==> config.mk <==
export PLATFORM = sky130hd
export DESIGN_NAME = sar_adc_scan_controller
export DESIGN_NICKNAME = d
export VERILOG_FILES = /design/src/rtl/sar_adc_scan_controller.sv
export SDC_FILE = /design/constraint.sdc
export NUM_CORES = 1
export LEC_CHECK = 0
export ABC_AREA = 1
export ABC_CLOCK_PERIOD_IN_PS = 2600
export BUFFER_PORTS_ARGS = -buffer_cell sky130_fd_sc_hd__clkbuf_2
export CAP_MARGIN = 10
export CORE_MARGIN = 3
export CORE_UTILIZATION = 35
export CTS_BUF_LIST = sky130_fd_sc_hd__clkbuf_16
export DETAILED_ROUTE_END_ITERATION = 8
export PLACE_DENSITY = 0.54
export SETUP_SLACK_MARGIN = 0.2
export SYNTH_ARGS = -nofsm -noshare
export SYNTH_HDL_FRONTEND = slang
export SYNTH_SLANG_ARGS = --single-unit
==> constraint.sdc <==
create_clock -name clk -period 2.6 [get_ports clk]
set_clock_uncertainty 0.15 [all_clocks]
set_input_delay 0.52 -clock clk [delete_from_list [all_inputs] [get_ports clk]]
set_output_delay 0.52 -clock clk [all_outputs]
set_load 0.02 [all_outputs]
==> src/rtl/sar_adc_scan_controller.sv <==
// sar_adc_scan_controller: SAR ADC sequencer scanning masked mux channels with optional averaging.
module sar_adc_scan_controller #(
  parameter int WIDTH         = 8,
  parameter int NCH           = 4,
  parameter int SAMPLE_CYCLES = 2,
  parameter int AVG_LOG2      = 0
) (
  input  logic                   clk,
  input  logic                   reset,
  input  logic                   i_en,
  input  logic                   i_start,
  input  logic                   i_cont,
  input  logic                   i_stop,
  input  logic [NCH-1:0]         i_ch_mask,
  input  logic                   i_cmp,
  output logic                   o_sample,
  output logic [WIDTH-1:0]       o_value,
  output logic [$clog2(NCH)-1:0] o_ch_sel,
  output logic                   o_busy,
  output logic                   o_valid,
  output logic [WIDTH-1:0]       o_result,
  output logic [$clog2(NCH)-1:0] o_result_ch,
  output logic                   o_scan_done
);
  localparam int CW   = $clog2(NCH);
  localparam int SW   = $clog2(SAMPLE_CYCLES + 1);
  localparam int AW   = (AVG_LOG2 > 0) ? AVG_LOG2 : 1;
  localparam int ACCW = WIDTH + AVG_LOG2;

  typedef enum logic [1:0] {S_IDLE, S_SAMPLE, S_CONV, S_DONE} state_t;

  state_t            r_state, w_state_nx;
  logic              r_pending, w_pending_nx;
  logic [NCH-1:0]    r_mask, w_mask_nx;
  logic [CW-1:0]     r_ch, w_ch_nx;
  logic [SW-1:0]     r_scnt, w_scnt_nx;
  logic [WIDTH-1:0]  r_bit, w_bit_nx;
  logic [WIDTH-1:0]  r_work, w_work_nx;
  logic [AW-1:0]     r_avg, w_avg_nx;
  logic [ACCW-1:0]   r_acc, w_acc_nx;
  logic [WIDTH-1:0]  r_result, w_result_nx;
  logic [CW-1:0]     r_result_ch, w_result_ch_nx;
  logic [CW-1:0]     w_low, w_nxt;
  logic              w_found;
  logic [WIDTH-1:0]  w_conv;
  logic [ACCW-1:0]   w_acc_sum;

  // lowest channel of the incoming mask and next latched channel above the current one
  always_comb begin
    w_low   = '0;
    w_nxt   = '0;
    w_found = 1'b0;
    for (int i = NCH - 1; i >= 0; i--) begin
      if (i_ch_mask[i]) w_low = CW'(i);
      if (r_mask[i] && CW'(i) > r_ch) begin
        w_nxt   = CW'(i);
        w_found = 1'b1;
      end
    end
  end

  assign w_conv    = i_cmp ? (r_work | r_bit) : r_work;
  assign w_acc_sum = r_acc + ACCW'(w_conv);

  always_comb begin
    w_state_nx     = r_state;
    w_pending_nx   = r_pending;
    w_mask_nx      = r_mask;
    w_ch_nx        = r_ch;
    w_scnt_nx      = r_scnt;
    w_bit_nx       = r_bit;
    w_work_nx      = r_work;
    w_avg_nx       = r_avg;
    w_acc_nx       = r_acc;
    w_result_nx    = r_result;
    w_result_ch_nx = r_result_ch;
    case (r_state)
      S_IDLE: begin
        if (i_start) w_pending_nx = 1'b1;
        if (i_en && (i_start || r_pending || i_cont)) begin
          w_pending_nx = 1'b0;
          if (|i_ch_mask) begin
            w_mask_nx  = i_ch_mask;
            w_ch_nx    = w_low;
            w_avg_nx   = '0;
            w_acc_nx   = '0;
            w_scnt_nx  = '0;
            w_state_nx = S_SAMPLE;
          end
        end
      end
      S_SAMPLE: begin
        if (i_en) begin
          w_scnt_nx = r_scnt + 1'b1;
          if (r_scnt == SW'(SAMPLE_CYCLES - 1)) begin
            w_scnt_nx  = '0;
            w_bit_nx   = {1'b1, {(WIDTH-1){1'b0}}};
            w_work_nx  = '0;
            w_state_nx = S_CONV;
          end
        end
      end
      S_CONV: begin
        if (i_en) begin
          w_work_nx = w_conv;
          w_bit_nx  = r_bit >> 1;
          if (r_bit[0]) begin
            w_acc_nx = w_acc_sum;
            if (r_avg == AW'((1 << AVG_LOG2) - 1)) begin
              w_result_nx    = WIDTH'(w_acc_sum >> AVG_LOG2);
              w_result_ch_nx = r_ch;
              w_state_nx     = S_DONE;
            end else begin
              w_avg_nx   = r_avg + 1'b1;
              w_state_nx = S_SAMPLE;
            end
          end
        end
      end
      S_DONE: begin
        w_avg_nx   = '0;
        w_acc_nx   = '0;
        w_state_nx = S_SAMPLE;
        if (w_found) w_ch_nx = w_nxt;
        else if (i_cont && |i_ch_mask) begin
          w_mask_nx = i_ch_mask;
          w_ch_nx   = w_low;
        end else w_state_nx = S_IDLE;
      end
      default: w_state_nx = S_IDLE;
    endcase
    if (i_stop) begin
      w_state_nx   = S_IDLE;
      w_pending_nx = 1'b0;
    end
  end

  always_ff @(posedge clk) begin
    if (reset) begin
      r_state     <= S_IDLE;
      r_pending   <= 1'b0;
      r_mask      <= '0;
      r_ch        <= '0;
      r_scnt      <= '0;
      r_bit       <= '0;
      r_work      <= '0;
      r_avg       <= '0;
      r_acc       <= '0;
      r_result    <= '0;
      r_result_ch <= '0;
    end else begin
      r_state     <= w_state_nx;
      r_pending   <= w_pending_nx;
      r_mask      <= w_mask_nx;
      r_ch        <= w_ch_nx;
      r_scnt      <= w_scnt_nx;
      r_bit       <= w_bit_nx;
      r_work      <= w_work_nx;
      r_avg       <= w_avg_nx;
      r_acc       <= w_acc_nx;
      r_result    <= w_result_nx;
      r_result_ch <= w_result_ch_nx;
    end
  end

  assign o_sample    = r_state == S_SAMPLE;
  assign o_value     = (r_state == S_CONV) ? (r_work | r_bit) : '0;
  assign o_ch_sel    = r_ch;
  assign o_busy      = r_state != S_IDLE;
  assign o_valid     = r_state == S_DONE;
  assign o_result    = r_result;
  assign o_result_ch = r_result_ch;
  assign o_scan_done = (r_state == S_DONE) && !w_found;
endmodule
# Yosys cells after proc, flatten, opt, wreduce, memory -nomap -nowiden
# Cells that the tools add are included.
# word_totals
reg_bits,46
latch_bits,0
ramBits,0
romBits,0
input_bits,11
out_inout_bits,24
wordCells,120
n_memories,0
# op_classes
add_sub_neg,3
n_mul,0
n_div,0
order_cmp,4
n_eq_ne,13
n_shift,0
mux,60
bitwise_logic,2
n_reduce_logical,27
# op_table
op,count
$mux W8,12
$mux W2,23
$pmux W8 S2,2
$pmux W8 S3,1
$mux W4,4
$reduce_and A4 Y1,4
$mux W1,13
$ne A2 B2 Y1 const B,6
$reduce_and A5 Y1,2
$reduce_bool A2 Y1,5
$add A8 B8 Y8,1
$or A8 B8 Y8,1
$pmux W2 S2,2
$pmux W2 S4,1
$pmux W4 S2,1
$logic_and A1 B1 Y1,7
$reduce_and A6 Y1,1
$eq A2 B1 Y1 const B,2
$eq A2 B2 Y1 const B,2
$gt A1 B2 Y1 const A,2
$gt A2 B2 Y1 const A,2
$ne A2 B1 Y1 const B,2
$reduce_or A4 Y1,1
$ne A3 B1 Y1 const B,1
other kinds (10),11

# Longest topological paths before layout
# Gate-level depths: netlist (run 1).
# depth
word_depth,8
mapped_depth,13
mapped_depth_nobuf,12

# Least setup slack after synthesis (run 1)
# OpenSTA, ideal clock, no wires.
# synth_timing
kind,input port to flip-flop
startpoint,input port i_cmp
endpoint,register r_result[6] (netlist: o_result[6])
setup_ns,0.114
arrival_ns,2.100
required_time_ns,2.336
setup_slack_ns,0.236
cell_stages,12
path_buffers,1
path_cell_list,clkbuf_1 -> inv_1 -> o21ai_0 -> ha_1 -> inv_1 -> fa_1 -> inv_1 -> nand3_1 -> nand4_1 -> nand2_1 -> o21bai_1 -> inv_1
# synth_via
elab_chain_len,2
# synth_rtl
item,line,text
"start, declared",15,"input logic i_cmp,"
$mux W8,62,assign w_conv = i_cmp ? (r_work | r_bit) : r_work;
$add A8 B8 Y8,63,assign w_acc_sum = r_acc + ACCW'(w_conv);
"end signal, assigned",161,r_result <= w_result_nx;
"end, declared",41,"logic [WIDTH-1:0] r_result, w_result_nx;"
# No other way between the ends.
# A chain may end at the register's enable or synchronous reset.

# Final worst setup path (run 1)
# layout_timing
startpoint,register r_state[0]
endpoint,output port o_value[1]
# layout_via
elab_chain_len,2
# layout_rtl
item,line,text
"start, declared",32,"state_t r_state, w_state_nx;"
"start signal, assigned",152,r_state <= w_state_nx;
$eq A2 B2 Y1,167,assign o_value = (r_state == S_CONV) ? (r_work | r_bit) : '0;
$mux W8,167,
"end, declared",17,"output logic [WIDTH-1:0] o_value,"
# No other way between the ends.

==> impl_metrics.py, run 1 <==
metrics = {
    "route": {
        "drc_errors": 0,
        "wl_per_cell_microns": 11.4,
        "drtAntennaViolNets": 0,
        "vias": 2332,
        "avgViaCountPerCell": 4.66,
        "wl_mm": 5.71,
        "drtIter0Drc": 67,
        "dr.pass1.iters": 4,
    },
    "clock_tree": {
        "cts.sinks": 44,
        "cts_hold_buffers": 0,
        "htreeDepth": 2,
        "cts_tree": "yes",
        "numCtsBuffers": 5,
        "clock_tree.buffer_depth": 2,
        "clk_latency_ns": 0.28,
        "cts.clk_slew.worst_paths_ns": 0.06,
        "root_buffer": "clkbuf_16",
    },
    "pwr": {
        "power_mw": 1.69,
        "leakage_nw": 1.40,
        "ir_drop_v": 0.000301,
        "cellPowerDensity_nw_per_um2": 573,
    },
    "setup_path": {
        "rr_endpoint": "r_acc[4]",
        "cp_max_fo": 6,
        "required_ns": 1.93,
        "worstSetupPathType": "reg2out",
        "cp-start-kind": "flop",
        "rr_worst_depth": 10,
        "cp-startpoint": "r_state[0]",
        "crit_path_end_kind": "output pin",
        "regToRegStartpoint": "r_bit[0]",
        "r2r_slack_ns": 0.48,
        "critical_path.endpoint": "o_value[1]",
        "worstPathArrival_ns": 1.59,
    },
    "yosys": {
        "netlist_area_sq_um": 2460,
        "synth_cell_types": 29,
        "async_reset_ff_share_pct": 0,
        "synth-edff-count": 0,
        "synth-seq-cells": 44,
        "synth_seq_area_share_pct": 35.9,
        "yosys_warnings": 0,
        "yosysMostFrequentCell": "nand2_1",
        "synthFlopType": "dfxtp_1",
        "synth_cells": 364,
        "postSynthAreaPerCell_sq_um": 6.75,
        "ys_top_cells_by_area": "dfxtp_1 (36%), nand2_1 (15%), a21oi_1 (8.6%)",
        "synth.net_count": 389,
        "synth_top_cell_by_area": "dfxtp_1",
        "synth_top_area_share_pct": 35.9,
        "synthTopCellsByCount": "nand2_1 (98), inv_1 (55), dfxtp_1 (44), a21oi_1 (42), nor2_1 (30)",
    },
    "global_route": {
        "grt.busiest_layer": "met2",
        "gr-usage-met1_pct": 18.8,
        "overflow": 0,
        "grtUsageTotal_pct": 14.2,
        "grt_max_degree": 19,
        "met3_usage_pct": 2.75,
        "antenna_found_initial": 0,
        "grt_pass1_vias": 2189,
        "grt_util_met2_pct": 23.9,
        "grt_first_pass_wirelength_mm": 9.80,
    },
    "timing": {
        "finalSetupViolCount": 0,
        "fmax_ghz": 0.442,
        "worstMarginPinSlew_ns": 0.584,
        "drv_slew": 0,
        "period_minus_slack_ns": 2.26,
        "fin_crit_sh_pct": 87.0,
        "finalSetupTns_ns": 0,
        "hold_viol": 0,
        "rsz0062_at_grt": "no",
        "slew_headroom_pct": 61.0,
    },
    "run_status": {
        "status": "finished, final reports clean",
    },
    "floorplan": {
        "coreArea_sq_um": 6570,
        "die_y_microns": 89.8,
        "dieArea_sq_um": 8060,
        "die_x_microns": 89.8,
        "row_count": 29,
        "pin_count": 35,
        "start_util_pct": 37.4,
    },
    "flow_run": {
        "maxCapViolCount": 0,
    },
    "worst_hold_path": {
        "hold_path.class": "reg2reg",
        "hold_depth": 2,
    },
    "layout": {
        "finalNetCount": 431,
        "final_util_pct": 44.9,
        "num_antenna_cells": 0,
        "syn_to_final_growth_pct": 20.1,
        "drive_above_1_share_pct": 16.2,
    },
    "placement": {
        "portBuffers": 34,
        "hpwl_mm": 4.30,
        "gp_congestion": 0.804,
    },
}
[final cells by class]
cell class | count | area [sq um]
Fill cell | 693 | 3620
Tap cell | 93 | 116
Clock buffer | 5 | 125
Sequential cell | 44 | 881
Multi-Input combinational cell | 255 | 1340
Clock inverter | 3 | 42.5
Inverter | 58 | 221
Timing Repair Buffer | 42 | 228
[cell families after synthesis]
| kind of cell | after synthesis | share of synthesized area (%) |
|---|---|---|
| AO/OA/AOI/OAI | 70 | 15.7 |
| XOR/XNOR | 3 | 1.07 |
| adder cells (fa/ha/maj) | 14 | 7.44 |
| buffers and inverters | 65 | 10.3 |
| flip-flops | 44 | 35.9 |
| AND/OR/NAND/NOR | 168 | 29.6 |
[power breakdown]
part           leakage (nW)  switching [mW]  internal, mW  total [mW]
sequential            0.356          0.0179         0.695       0.713
combinational         0.965           0.174        0.0877       0.262
clock                0.0814           0.264         0.452       0.716
[sequential cells by signal (all words and copies together), names as in the netlist]
register,cells
o_result_ch,2
r_pending,1
o_ch_sel,2
r_acc,8
r_state,2
r_bit,8
r_work,8
r_scnt,2
r_mask,3
o_result,8
[worst min-delay path by stage]
stage | from | end | slack (ns)
floorplan | r_scnt[1] | r_scnt[1] | 0.26
global placement | r_scnt[1] | r_scnt[1] | 0.27
detailed placement | r_scnt[1] | r_scnt[1] | 0.27
CTS | r_scnt[1] | r_scnt[1] | 0.28
global route | r_scnt[1] | r_scnt[1] | 0.30
finish | r_scnt[1] | r_scnt[1] | 0.29
[metrics by stage]
stage	hold slack, ns	setup WS (ns)	cell area, sq um	instances
after floorplan	0.259	0.236	2460	364
after global placement	0.268	0.337	2730	487
after detailed placement	0.270	0.296	2730	487
after CTS	0.279	0.291	2900	495
after global routing	0.303	0.240	2950	500
final	0.285	0.338	2950	500
[metal layers]
metal | part of all wire [%] | vias to the layer above
li1 | - | 1240
met1 | 50 | 1054
met2 | 46 | 36
met3 | 3.0 | 2
met4 | 0.56 | 0
met5 | 0 | -
[critical path, cell delays in order (launching register included)]
cell and delay, ns:
dfxtp_1 0.35, inv_1 0.16, ha_4 0.18, clkinvlp_4 0.13, buf_2 0.19, nor2_1 0.12
clkbuf_2 0.18
[timing repair]
item,4_1_cts,5_1_grt
endpoints found under the setup margin,0,4
gates resized for setup,0,3
buffers inserted,0,5
endpoints found under the hold margin,0,0
[cell usage in the layout (no fill, tap or decap), types with 2 or more instances in the layout]
master | synthesis | routed
nand4_1 | 2 | 2
nor2_2 | 2 | 2
nor2_4 | 2 | 2
dfxtp_1 | 44 | 44
nand2_4 | 2 | 2
o21ai_0 | 17 | 17
clkbuf_16 | 0 | 5
nand2_2 | 2 | 2
nor2_1 | 30 | 30
buf_4 | 1 | 7
a21oi_1 | 42 | 42
o21bai_1 | 6 | 6
clkbuf_2 | 0 | 34
inv_1 | 55 | 54
nand3_1 | 25 | 25
xnor2_1 | 2 | 2
inv_2 | 3 | 3
nand3_2 | 2 | 2
nand2_1 | 98 | 98
ha_1 | 13 | 12
nand3b_1 | 2 | 2
Power figures use the tool's default switching activity.
==> run 2: changes to the inputs <==
Settings changed: MAX_ROUTING_LAYER set to met4.
==> run 2 against run 1 <==
  * Via count increased by 0.30%
  * Wire length about the same
  * Sequential power is essentially flat
  * Highest routed layer unchanged
==> impl_metrics.py, run 2 (same netlist as run 1, synthesis figures left out) <==
metrics = {
    "layout": {
        "fin_area_sq_um": 2950,
        "finalNetCount": 431,
        "final_common_cell": "nand2_1",
        "syn_to_final_growth_pct": 20.1,
        "num_antenna_cells": 0,
        "drive_above_1_share_pct": 16.2,
        "layout_common_cells": "nand2_1 (98), inv_1 (54), dfxtp_1 (44), a21oi_1 (42), clkbuf_2 (34)",
    },
    "flow_run": {
        "maxCapViolCount": 0,
    },
    "floorplan": {
        "dieArea_sq_um": 8060,
        "die_y_microns": 89.8,
        "start_util_pct": 37.4,
        "row_count": 29,
        "coreArea_sq_um": 6570,
        "pin_count": 35,
        "die_x_microns": 89.8,
    },
    "global_route": {
        "grt_pass1_vias": 2189,
        "grtUsageTotal_pct": 14.6,
        "antenna_found_initial": 0,
        "grt_first_pass_wirelength_mm": 9.80,
        "grt_max_degree": 19,
        "overflow": 0,
    },
    "clock_tree": {
        "clock_tree.buffer_depth": 2,
        "htreeDepth": 2,
        "cts.sinks": 44,
        "clk_latency_ns": 0.28,
        "cts.clk_slew.worst_paths_ns": 0.06,
        "root_buffer": "clkbuf_16",
        "cts_hold_buffers": 0,
        "numCtsBuffers": 5,
        "cts_tree": "yes",
    },
    "route": {
        "avgViaCountPerCell": 4.68,
        "wl_mm": 5.72,
        "vias": 2339,
        "drtAntennaViolNets": 0,
        "drc_errors": 0,
        "wl_per_cell_microns": 11.4,
        "drtIter0Drc": 67,
        "dr.pass1.iters": 4,
    },
    "worst_hold_path": {
        "hold_path.class": "reg2reg",
    },
    "placement": {
        "placed_cell_area_sq_um": 2730,
        "hpwl_mm": 4.30,
        "gp_congestion": 0.816,
        "portBuffers": 34,
    },
    "pwr": {
        "leakage_nw": 1.40,
        "cellPowerDensity_nw_per_um2": 573,
        "ir_drop_v": 0.000301,
        "power_mw": 1.69,
    },
    "timing": {
        "rsz0062_at_grt": "no",
        "drv_slew": 0,
        "worstMarginPinSlew_ns": 0.583,
        "fin_hold_ws_ns": 0.285,
        "fmax_ghz": 0.442,
        "finalSetupViolCount": 0,
        "period_minus_slack_ns": 2.26,
        "finalSetupTns_ns": 0,
        "hold_viol": 0,
        "fin_crit_sh_pct": 87.0,
        "slew_headroom_pct": 61.1,
    },
    "setup_path": {
        "required_ns": 1.93,
        "cp-start-kind": "flop",
        "worstPathArrival_ns": 1.59,
        "worstSetupPathType": "reg2out",
        "crit_path_end_kind": "output pin",
        "cp_max_fo": 6,
    },
    "run_status": {
        "status": "finished, final reports clean",
    },
}
==> run 2: layout make-up <==
type / instances / area, sq um
Clock inverter: 3 / 42.5
Fill cell: 693 / 3620
Timing Repair Buffer: 42 / 228
Inverter: 58 / 221
Multi-Input combinational cell: 255 / 1340
Sequential cell: 44 / 881
Clock buffer: 5 / 125
Tap cell: 93 / 116
==> run 2: per-stage QoR <==
step | utilization, % | worst slack, ns | cells
global placement | 41.6 | 0.337 | 487
detailed placement | 41.6 | 0.296 | 487
finish | 44.9 | 0.338 | 500
CTS | 44.1 | 0.291 | 495
global route | 44.9 | 0.240 | 500
floorplan | - | 0.236 | 364
==> run 2: path summary, 6_finish.rpt <==
check	slack (ns)	startpoint	cells past startpoint	to
worst min-delay path	0.29	r_scnt[1]	2	r_scnt[1]
worst max register to register	0.48	r_bit[0]	10	r_acc[4]
worst max-delay path	0.34	r_state[0]	6	o_value[1]
worst min register to register	0.29	r_scnt[1]	2	r_scnt[1]
==> run 2: where the power goes <==
group          internal (mW)  switching (mW)  total, mW
clock network          0.452           0.264      0.716
registers              0.695          0.0179      0.713
logic                 0.0877           0.174      0.262
total                   1.23           0.456       1.69
==> run 2: worst max-delay path, cell delays in order (launching register included) <==
cell and delay (ns):
dfxtp_1 0.35, inv_1 0.16, ha_4 0.18, clkinvlp_4 0.13
buf_2 0.19, nor2_1 0.12, clkbuf_2 0.18
==> run 2: repair_timing <==
| action | 4_1_cts | 5_1_grt |
|---|---|---|
| buffers inserted | 0 | 5 |
| resized for setup | 0 | 3 |
| setup endpoints to repair | 0 | 4 |
==> run 2: per-layer routing <==
layer,routed length [microns],vias up,track usage [%],share of wire (%)
li1,-,1240,-,-
met1,2870,1058,18.8,50
met2,2630,39,23.9,46
met3,184,2,2.67,3.2
met4,32,0,3.45,0.56
met5,0,-,-,0
